$ cat src/rtl/alu_arb_pkg.sv
// Shared types and constants for the two-requester ALU arbiter.
// Latency: none (declarations only).
// Backpressure: n/a.
//
// Contents: FSM state encoding, {Z,C,N,V} flag struct, calculator opcodes,
// one-hot helper used for the grant/done vectors.
package alu_arb_pkg;

    typedef enum logic [1:0] {
        IDLE  = 2'd0,
        ISSUE = 2'd1,
        WAIT  = 2'd2,
        RESP  = 2'd3
    } state_t;

    typedef struct packed {
        logic z;
        logic c;
        logic n;
        logic v;
    } flags_t;

    // Opcodes understood by the shared calculator core
    localparam logic [3:0] OP_ADD = 4'b0000;
    localparam logic [3:0] OP_SUB = 4'b0001;
    localparam logic [3:0] OP_AND = 4'b0010;
    localparam logic [3:0] OP_OR  = 4'b0011;

    // Width of the optional per-requester grant counters
    localparam int STAT_W = 8;

    // Requester index -> one-hot 2-bit vector
    function automatic logic [1:0] onehot2(input logic idx);
        return idx ? 2'b10 : 2'b01;
    endfunction

endpackage

$ cat src/rtl/alu_arbiter_if.sv
// Bundles the requester-side handshake and the ALU-side operand/result bus.
// Latency: none (wiring only).
// Backpressure: req is a level held by the requester until it sees gnt.
//
// slave  : arbiter view (takes requests and ALU results, drives grants/ALU operands)
// master : environment view (requesters + ALU instance)
// Optional macro ALU_ARB_STATS_EN adds the gcnt0/gcnt1 grant counters.
interface alu_arbiter_if #(
    parameter int W     = 4,
    parameter int SEL_W = 4
);
    // requester side
    logic [1:0]       req;
    logic [W-1:0]     a0;
    logic [W-1:0]     b0;
    logic [SEL_W-1:0] sel0;
    logic [W-1:0]     a1;
    logic [W-1:0]     b1;
    logic [SEL_W-1:0] sel1;
    logic [1:0]       gnt;
    logic [1:0]       done;
    logic [W-1:0]     res;
    logic [3:0]       flags;
    logic             busy;
    // ALU side
    logic [W-1:0]     alu_a;
    logic [W-1:0]     alu_b;
    logic [SEL_W-1:0] alu_sel;
    logic [W-1:0]     alu_res;
    logic [3:0]       alu_flags;
`ifdef ALU_ARB_STATS_EN
    logic [7:0]       gcnt0;
    logic [7:0]       gcnt1;

    modport slave (
        input  req, a0, b0, sel0, a1, b1, sel1, alu_res, alu_flags,
        output gnt, done, res, flags, busy, alu_a, alu_b, alu_sel, gcnt0, gcnt1
    );
    modport master (
        output req, a0, b0, sel0, a1, b1, sel1, alu_res, alu_flags,
        input  gnt, done, res, flags, busy, alu_a, alu_b, alu_sel, gcnt0, gcnt1
    );
`else
    modport slave (
        input  req, a0, b0, sel0, a1, b1, sel1, alu_res, alu_flags,
        output gnt, done, res, flags, busy, alu_a, alu_b, alu_sel
    );
    modport master (
        output req, a0, b0, sel0, a1, b1, sel1, alu_res, alu_flags,
        input  gnt, done, res, flags, busy, alu_a, alu_b, alu_sel
    );
`endif

endinterface

$ cat src/rtl/alu_arbiter_rr_arb2.sv
// Two-way round-robin pick between requesters 0 and 1.
// Latency: combinational.
// Backpressure: none; the caller decides when the pick is consumed.
//
// Ports: i_req[1:0] request levels, i_last = previous winner,
//        o_winner = chosen index, o_valid = any request present.
module rr_arb2 (
    input  logic [1:0] i_req,
    input  logic       i_last,
    output logic       o_winner,
    output logic       o_valid
);

    // On a tie the requester that did not win last time goes first;
    // a lone request wins outright regardless of history.
    assign o_winner = (i_req == 2'b11) ? ~i_last : i_req[1];
    assign o_valid  = |i_req;

endmodule

$ cat src/rtl/alu_arbiter.sv
// Shares one ALU between two requesters with round-robin arbitration.
// Latency: req sampled at t -> gnt at t+1 -> done at t+LAT+1; one op per LAT+2 cycles.
// Backpressure: requesters hold req (level) until granted; no new grant while busy.
//
// Ports: clk, rst (async active-low), bus (alu_arbiter_if.slave: req/operands in,
//        gnt/done/res/flags/busy out, alu_a/alu_b/alu_sel out, alu_res/alu_flags in).
// LAT = ALU settle cycles, legal 1..15.
// Optional macro ALU_ARB_STATS_EN adds saturating per-requester grant counters.
module alu_arbiter
    import alu_arb_pkg::*;
#(
    parameter int W     = 4,
    parameter int SEL_W = 4,
    parameter int LAT   = 2
) (
    input  logic          clk,
    input  logic          rst,
    alu_arbiter_if.slave  bus
);

    // WAIT counts down from LAT-2 so that, with the ISSUE cycle, the ALU
    // has exactly LAT cycles of stable operands before capture.
    localparam logic [3:0] CNT_LOAD = (LAT > 1) ? 4'(LAT - 2) : 4'd0;

    state_t           r_state;
    state_t           w_state_nxt;
    logic             w_issue;
    logic             w_capture;
    logic             w_winner;
    logic             w_valid;

    logic             r_last;
    logic             r_owner;
    logic [3:0]       r_cnt;
    logic [1:0]       r_gnt;
    logic [1:0]       r_done;
    logic             r_busy;
    logic [W-1:0]     r_res;
    flags_t           r_flags;
    logic [W-1:0]     r_alu_a;
    logic [W-1:0]     r_alu_b;
    logic [SEL_W-1:0] r_alu_sel;

    rr_arb2 u_rr_arb2 (
        .i_req    (bus.req),
        .i_last   (r_last),
        .o_winner (w_winner),
        .o_valid  (w_valid)
    );

    // ------------------------------------------------------------------
    // FSM
    // ------------------------------------------------------------------
    always_ff @(posedge clk or negedge rst) begin
        if (!rst) begin
            r_state <= IDLE;
        end else begin
            r_state <= w_state_nxt;
        end
    end

    always_comb begin
        w_state_nxt = r_state;
        w_issue     = 1'b0;
        w_capture   = 1'b0;
        unique case (r_state)
            IDLE: begin
                if (w_valid) begin
                    w_state_nxt = ISSUE;
                    w_issue     = 1'b1;
                end
            end
            ISSUE: begin
                if (LAT == 1) begin
                    w_state_nxt = RESP;
                    w_capture   = 1'b1;
                end else begin
                    w_state_nxt = WAIT;
                end
            end
            WAIT: begin
                if (r_cnt == 4'd0) begin
                    w_state_nxt = RESP;
                    w_capture   = 1'b1;
                end
            end
            RESP: begin
                w_state_nxt = IDLE;
            end
            default: begin
                w_state_nxt = IDLE;
            end
        endcase
    end

    // ------------------------------------------------------------------
    // Datapath: ownership, operand latch, settle counter, result capture
    // ------------------------------------------------------------------
    always_ff @(posedge clk or negedge rst) begin
        if (!rst) begin
            r_last    <= 1'b1;  // requester 0 takes the first tie
            r_owner   <= 1'b0;
            r_cnt     <= 4'd0;
            r_gnt     <= 2'b00;
            r_done    <= 2'b00;
            r_busy    <= 1'b0;
            r_res     <= '0;
            r_flags   <= '0;
            r_alu_a   <= '0;
            r_alu_b   <= '0;
            r_alu_sel <= '0;
        end else begin
            r_gnt  <= w_issue ? onehot2(w_winner) : 2'b00;
            // r_owner is already stable by the time capture can happen
            r_done <= w_capture ? onehot2(r_owner) : 2'b00;
            r_busy <= (w_state_nxt != IDLE);

            // Operands are latched once at grant; later requester changes
            // cannot disturb the ALU mid-operation.
            if (w_issue) begin
                r_owner   <= w_winner;
                r_last    <= w_winner;
                r_alu_a   <= w_winner ? bus.a1   : bus.a0;
                r_alu_b   <= w_winner ? bus.b1   : bus.b0;
                r_alu_sel <= w_winner ? bus.sel1 : bus.sel0;
            end

            if (r_state == ISSUE) begin
                r_cnt <= CNT_LOAD;
            end else if ((r_state == WAIT) && (r_cnt != 4'd0)) begin
                r_cnt <= r_cnt - 4'd1;
            end

            if (w_capture) begin
                r_res   <= bus.alu_res;
                r_flags <= flags_t'(bus.alu_flags);
            end
        end
    end

    assign bus.gnt     = r_gnt;
    assign bus.done    = r_done;
    assign bus.busy    = r_busy;
    assign bus.res     = r_res;
    assign bus.flags   = r_flags;
    assign bus.alu_a   = r_alu_a;
    assign bus.alu_b   = r_alu_b;
    assign bus.alu_sel = r_alu_sel;

`ifdef ALU_ARB_STATS_EN
    // ------------------------------------------------------------------
    // Saturating grant counters, one per requester
    // ------------------------------------------------------------------
    logic [STAT_W-1:0] r_gcnt0;
    logic [STAT_W-1:0] r_gcnt1;

    always_ff @(posedge clk or negedge rst) begin
        if (!rst) begin
            r_gcnt0 <= '0;
            r_gcnt1 <= '0;
        end else begin
            if (w_issue && !w_winner && (r_gcnt0 != '1)) begin
                r_gcnt0 <= r_gcnt0 + 1'b1;
            end
            if (w_issue && w_winner && (r_gcnt1 != '1)) begin
                r_gcnt1 <= r_gcnt1 + 1'b1;
            end
        end
    end

    assign bus.gcnt0 = r_gcnt0;
    assign bus.gcnt1 = r_gcnt1;
`endif

endmodule

$ cat src/flat_wrapper.sv
// flat-port wrapper written by rule: the top's interface ports become plain ports
module alu_arbiter_flat import alu_arb_pkg::*;
#(
    parameter int W     = 4,
    parameter int SEL_W = 4,
    parameter int LAT   = 2
)
  (clk, rst, bus_req, bus_a0, bus_b0, bus_sel0, bus_a1, bus_b1, bus_sel1, bus_alu_res, bus_alu_flags, bus_gnt, bus_done, bus_res, bus_flags, bus_busy, bus_alu_a, bus_alu_b, bus_alu_sel);
  alu_arbiter_if #(.W(W), .SEL_W(SEL_W)) bus_i ();
  input  logic clk;
  input  logic rst;
  input wire logic [$bits(bus_i.req)-1:0] bus_req;
  input wire logic [$bits(bus_i.a0)-1:0] bus_a0;
  input wire logic [$bits(bus_i.b0)-1:0] bus_b0;
  input wire logic [$bits(bus_i.sel0)-1:0] bus_sel0;
  input wire logic [$bits(bus_i.a1)-1:0] bus_a1;
  input wire logic [$bits(bus_i.b1)-1:0] bus_b1;
  input wire logic [$bits(bus_i.sel1)-1:0] bus_sel1;
  input wire logic [$bits(bus_i.alu_res)-1:0] bus_alu_res;
  input wire logic [$bits(bus_i.alu_flags)-1:0] bus_alu_flags;
  output wire logic [$bits(bus_i.gnt)-1:0] bus_gnt;
  output wire logic [$bits(bus_i.done)-1:0] bus_done;
  output wire logic [$bits(bus_i.res)-1:0] bus_res;
  output wire logic [$bits(bus_i.flags)-1:0] bus_flags;
  output wire logic [$bits(bus_i.busy)-1:0] bus_busy;
  output wire logic [$bits(bus_i.alu_a)-1:0] bus_alu_a;
  output wire logic [$bits(bus_i.alu_b)-1:0] bus_alu_b;
  output wire logic [$bits(bus_i.alu_sel)-1:0] bus_alu_sel;
  assign bus_i.req = bus_req;
  assign bus_i.a0 = bus_a0;
  assign bus_i.b0 = bus_b0;
  assign bus_i.sel0 = bus_sel0;
  assign bus_i.a1 = bus_a1;
  assign bus_i.b1 = bus_b1;
  assign bus_i.sel1 = bus_sel1;
  assign bus_i.alu_res = bus_alu_res;
  assign bus_i.alu_flags = bus_alu_flags;
  assign bus_gnt = bus_i.gnt;
  assign bus_done = bus_i.done;
  assign bus_res = bus_i.res;
  assign bus_flags = bus_i.flags;
  assign bus_busy = bus_i.busy;
  assign bus_alu_a = bus_i.alu_a;
  assign bus_alu_b = bus_i.alu_b;
  assign bus_alu_sel = bus_i.alu_sel;
  alu_arbiter #(.W(W), .SEL_W(SEL_W), .LAT(LAT)) u_core (.clk(clk), .rst(rst), .bus(bus_i));
endmodule
$ cat config.mk
export PLATFORM = sky130hd
export DESIGN_NAME = alu_arbiter_flat
export DESIGN_NICKNAME = d
export VERILOG_FILES = /design/src/rtl/alu_arb_pkg.sv /design/src/rtl/alu_arbiter_if.sv /design/src/rtl/alu_arbiter_rr_arb2.sv /design/src/rtl/alu_arbiter.sv /design/src/flat_wrapper.sv
export SDC_FILE = /design/constraint.sdc
export NUM_CORES = 1
export LEC_CHECK = 0
export CAP_MARGIN = 0
export CELL_PAD_IN_SITES_DETAIL_PLACEMENT = 1
export CELL_PAD_IN_SITES_GLOBAL_PLACEMENT = 1
export CORE_MARGIN = 5
export CORE_UTILIZATION = 28
export DETAILED_ROUTE_END_ITERATION = 12
export GPL_ROUTABILITY_DRIVEN = 0
export GPL_TIMING_DRIVEN = 1
export PLACE_DENSITY_LB_ADDON = 0.05
export RECOVER_POWER = 25
export SETUP_SLACK_MARGIN = 0.4
export SLEW_MARGIN = 10
export SYNTH_ARGS = -nofsm -noshare
export SYNTH_HDL_FRONTEND = slang
export SYNTH_SLANG_ARGS = --single-unit
$ cat constraint.sdc
create_clock -name clk -period 1.4 [get_ports clk]
set_clock_uncertainty 0.05 [all_clocks]
set_input_delay 0.28 -clock clk [delete_from_list [all_inputs] [get_ports clk]]
set_output_delay 0.28 -clock clk [all_outputs]
set_load 0.03 [all_outputs]
# [Yosys cells after proc, flatten, opt, wreduce, memory -nomap -nowiden]
# Index checks and enable logic that the tools add are counted.
[op_classes] n_addsub=1 mul=0 div_mod_pow=0 magnitude_cmp=0 n_eq_ne=4 shifts=0 muxes=17 bitwise=1 reduce_logical=7
[op_table] operator="4-bit two-way mux" n=5
[op_table] operator="2-bit two-way mux" n=6
[op_table] operator="2-bit one-hot mux with 4 select lines" n=1
[op_table] operator="2-bit == test (second input constant)" n=3
[op_table] operator="1-bit two-way mux" n=5
[op_table] operator="4-bit logical NOT" n=1
[op_table] operator="2-bit nonzero test" n=2
[op_table] operator="4-bit nonzero test" n=1
[op_table] operator="4-bit by 1-bit subtractor with 4-bit output (second input constant)" n=1
[op_table] operator="2-bit by 1-bit == test with 1-bit output (second input constant)" n=1
[op_table] operator="2-bit logical NOT" n=1
[op_table] operator="2-bit OR reduction" n=1
[op_table] operator="1-bit logical AND" n=1
[op_table] operator="1-bit NOT" n=1
[word_totals] ff_bits=33 latchBits=0 ram_bits=0 rom_bits=0 in_bits=36 output_inout_bits=25 elab_cells=45 memories=0

# [Longest topological paths before layout]
# Gate-level depths: netlist of run 1.
[depth] ltp_word=4 depth_mapped=7 ltp_nobuf=5

# [Hierarchy]
# Synthesis of run 1 repeated with hierarchy kept, for this count alone.
[unflattened] cells_unflattened=144 hier_area_um2=1486.4
[modules_own_cells] module="alu_arbiter" n_inst=1 cells_each=142 area_each_um2=1472.7 seq_area_each_um2=827.0
[modules_own_cells] module="rr_arb2" n_inst=1 cells_each=2 area_each_um2=13.8 seq_area_each_um2=0.0

# [Least setup slack after synthesis of run 1]
# OpenSTA, ideal clock, no wires.
[synth_path] path_type="reg2reg" startpoint="register u_core.r_cnt[0]" endpoint="register u_core.r_cnt[0]" setup_ns=0.065 arrival_time_ns=1.389 required_time_ns=1.285 path_slack_ns=-0.104 path_stages_with_launch=6 path_buffers=0 synth_period_minus_slack_ns=1.504 path_cell_list="dfrtp_1 inv_1 ha_1 or3b_4 a211oi_2 a31o_1"
[synth_between] elab_chain_cells=3 word_cells_on_any_way=6 classes_between="add/sub (1); mux (2); reduce/logical (3)"
[synth_rtl] element="start, declared" line_no="alu_arbiter.sv:34" rtl="logic [3:0] r_cnt;"
[synth_rtl] element="start signal, assigned" line_no="alu_arbiter.sv:131" rtl="r_cnt <= r_cnt - 4'd1;"
[synth_rtl] element="4-bit by 1-bit subtractor with 4-bit output or 4-bit nonzero test (tied branches)" line_no="alu_arbiter.sv:131, alu_arbiter.sv:130"
[synth_rtl] element="4-bit two-way mux or 1-bit logical AND (tied branches)" line_no="alu_arbiter.sv:130" rtl="end else if ((r_state == WAIT) && (r_cnt != 4'd0)) begin"
[synth_rtl] element="4-bit two-way mux or 2-bit nonzero test (tied branches)"
# Parallel ways exist; a longest one is shown, timed or not. The select of a mux whose other input is x is not followed.
# A chain may end at the register's enable or synchronous reset.

# [Worst setup path in the final report of run 1]
[layout_path] startpoint="register u_core.r_state[1]" endpoint="register u_core.r_alu_sel[0], in the netlist u_core.bus.alu_sel[0]"
[layout_between] elab_chain_cells=2
[layout_rtl] element="start, declared" line_no="alu_arbiter.sv:25" rtl="state_t r_state;"
[layout_rtl] element="start signal, assigned" line_no="alu_arbiter.sv:58" rtl="r_state <= w_state_nxt;"
[layout_rtl] element="2-bit logical NOT" line_no="alu_arbiter.sv:66" rtl="unique case (r_state)"
[layout_rtl] element="1-bit two-way mux" line_no="alu_arbiter.sv:66"
[layout_rtl] element="end signal, assigned" line_no="alu_arbiter.sv:125" rtl="r_alu_sel <= w_winner ? bus.sel1 : bus.sel0;"
[layout_rtl] element="end, declared" line_no="alu_arbiter.sv:42" rtl="logic [SEL_W-1:0] r_alu_sel;"
# Every way passes these cells.

==> run metrics, run 1 <==
worst hold-check path type=reg -> reg; die area=6620 sq um; Arrival @ worst endpoint=roughly 1.6 ns; TritonRoute pass-1 iters=4; CTS tree=yes; DRT antenna net count=0; pwr/cell area=around 2200 nW/um^2; max cap viols=0; H-tree levels=2; share of cells above drive strength 1=0.434; Crit. End Element=flip-flop; post-DR wirelength/cell=15.7 um; initial antenna violation count=0; Final Worst Setup Slack=-0.0763 ns; HP Start=u_core.r_owner$_DFFE_PN0P_; DRT iter0 DRCs=27; Starting Density=0.283; Period minus WS final=1.48 ns; Root Buffer=clkbuf_8; All-Layer GR Usage=0.146; final instance area=2660 sq um; synth warn=0; period utilisation layout=1.05; area leader, netlist=dfrtp_1; RR Startpoint=u_core.r_state[1]$_DFF_PN0_; top cells by count, synth=32 x dfrtp_1, 28 x nand2_1, 12 x a221o_1; library cells used by synthesis=28; prevailing post-synth register cell=dfrtp_1; Post-DP Area=between 2000 and 2500 sq um; Yosys top cell area share=0.561; number of flops mapped to enable cells by yosys=0; Syn Nets=167; FP Rows=26; register clock-pin slew on the reported worst setup and hold paths=0.07 ns; critical path class=reg -> reg; Required @ worst endpoint=1.51 ns; Netlist Area Pre-Place=around 1400 sq um; #FFs+latches synth=33; vias in the first global route=around 1500; RSZ-0062 raised after global routing=true; Die Ht=81.4 um; top-count cell post-synth=dfrtp_1; Slew Viols, Final=0; Synth area leaders=dfrtp_1 56%, a221o_1 8.4%, nand2_1 7.4%; port buffer count=60; TritonCTS Buffers=5; final hold violations=0; sequential fraction of the synthesis area=0.580; routed via count=1340; violated checks=setup timing; Max VDD drop=0.860 mV; Worst Reg-to-Reg Cells=6; crit path max fanout=6; post-DP HPWL=3.33 mm; Worst setup SP type=flip-flop; fmax=~680 MHz; WHS Path Cells=1; I/O pin count=61; cell count after synthesis=126; total global routing overflow=0; FF-to-FF setup slack=-0.08 ns; run status=complete, but fails checks; Finished Layout Cells=between 200 and 300; first-pass GRT wire length=7.20 mm; nets=261; largest net degree at the start of global routing=23; worst relative slew slack=0.475; Core Region=5040 sq um; maximum root-to-sink buffer count=2; Slew @ Worst Pin=0.788 ns; drt total wl=~4.6 mm; Avg Cell Area, Syn=~11 sq um; Layout area overhead=86.6%; post-synthesis async set-or-reset flop share=1.00; Final setup viols=14; Die W=about 80 um; clk_lat worst skew=0.28 ns; hold endpoint=u_core.bus.done[0]$_DFF_PN0_; P_leak=1.22 nW; worst reg2reg endpoint=u_core.bus.alu_sel[0]$_DFFE_PN0P_; via/cell ratio=about 4.6; dpl cells=265; # clock sinks=33; final-layout fill cell count=around 530; drt drc=0; Inserted Diodes=0
## placed cells by master, fill, tap and decap left out, types with 2 or more instances in the layout
cell type	instances
nand2_2	4
clkinv_2	2
dfrtp_1	32
clkbuf_8	5
ha_1	2
nand2_1	23
buf_12	4
nor2_1	4
a21o_1	2
a21oi_4	2
ha_4	3
inv_2	4
a221o_1	12
buf_6	29
a21oi_2	2
and2_4	7
and2_0	5
buf_4	22
clkdlybuf4s50_1	32
o21ai_4	2
inv_1	2
dlygate4sd2_1	2
## through the flow
step / util / hold slack, ns / TNS, ns / worst slack (ns) / power, mW
6_report: 0.528 / 0.403 / -0.749 / -0.0763 / 5.78
3_5_place_dp: 0.456 / 0.152 / -5.03 / -0.422 / 4.42
3_3_place_gp: 0.456 / 0.144 / -4.08 / -0.338 / 4.32
4_1_cts: 0.502 / 0.383 / -0.500 / -0.0455 / 5.52
2_1_floorplan: - / -0.0656 / -0.0271 / -0.0186 / 3.25
5_1_grt: 0.528 / 0.443 / -1.43 / -0.108 / 6.13
## worst max-delay path: stages (launching register included)
cell     delay [ns]
dfrtp_1        0.40
inv_2          0.07
ha_4           0.20
nand2_4        0.07
a21oi_4        0.04
buf_4          0.16
a221o_1        0.35
## layout make-up
class                      count  area (sq um)  share of cell area
sequential                    33           827               0.311
tap                           70          87.6              0.0329
inverter                       6          22.5             0.00846
timing repair buffer          91           923               0.347
multi-input combinational     83           714               0.268
clock buffer                   5          68.8              0.0259
clock inverter                 3          17.5             0.00658
## flip-flops by register name (all words and copies together) (netlist names)
name and cells:
u_core.bus.busy 1, u_core.r_cnt 4, u_core.bus.alu_a 4, u_core.bus.alu_sel 4, u_core.bus.gnt 2, u_core.r_last 1
u_core.r_owner 1, u_core.bus.flags 4, u_core.bus.res 4, u_core.bus.alu_b 4, u_core.r_state 2, u_core.bus.done 2
## worst max-delay path by stage
stage                                     start                                 to  slack (ns)  cells past startpoint
floorplan           u_core.r_state[0]$_DFF_PN0_          u_core.bus.busy$_DFF_PN0_       -0.02                      7
global route        u_core.r_state[1]$_DFF_PN0_  u_core.bus.alu_sel[0]$_DFFE_PN0P_       -0.11                      6
detailed placement                   bus_req[1]          u_core.bus.busy$_DFF_PN0_       -0.42                      4
finish              u_core.r_state[1]$_DFF_PN0_  u_core.bus.alu_sel[0]$_DFFE_PN0P_       -0.08                      6
CTS                 u_core.r_state[0]$_DFF_PN0_  u_core.bus.alu_sel[2]$_DFFE_PN0P_       -0.05                      5
global placement                     bus_req[1]          u_core.bus.busy$_DFF_PN0_       -0.34                      4
## layer usage
metal / vias to the layer above / wire (um) / track usage
met5: - / 0 / 0
met4: 0 / 59 / 0.0507
met3: 5 / 336 / 0.0576
met2: 40 / 2470 / 0.270
met1: 670 / 1690 / 0.149
li1: 625 / - / -
## repair_timing
item,in CTS,in global routing
pin swaps,13,3
hold endpoints to repair,10,0
hold buffers,1,0
endpoints found under the setup margin,57,57
gates resized for setup,176,17
buffers inserted,6,9
gates cloned,2,0
## cells by family after synthesis
family          count (synthesis)  synth area share
simple gates                   50             0.176
flops                          33             0.580
compound gates                 25             0.154
buf+inv                        12            0.0386
fa+ha+maj                       5            0.0439
mux                             1           0.00702
## power breakdown
group          internal, mW  total, mW  switching (mW)
clock                 0.343      0.716           0.373
combinational          1.77       3.41            1.64
sequential             1.36       1.66           0.295
total                  3.48       5.78            2.31
(Power assumes the default switching activity.)
==> run 2, diff against run 1 <==
Settings changed: ABC_CLOCK_PERIOD_IN_PS set to 1400.
==> results of run 2 <==
Same layout as run 1: the final DEF is identical, and so are final timing and power.
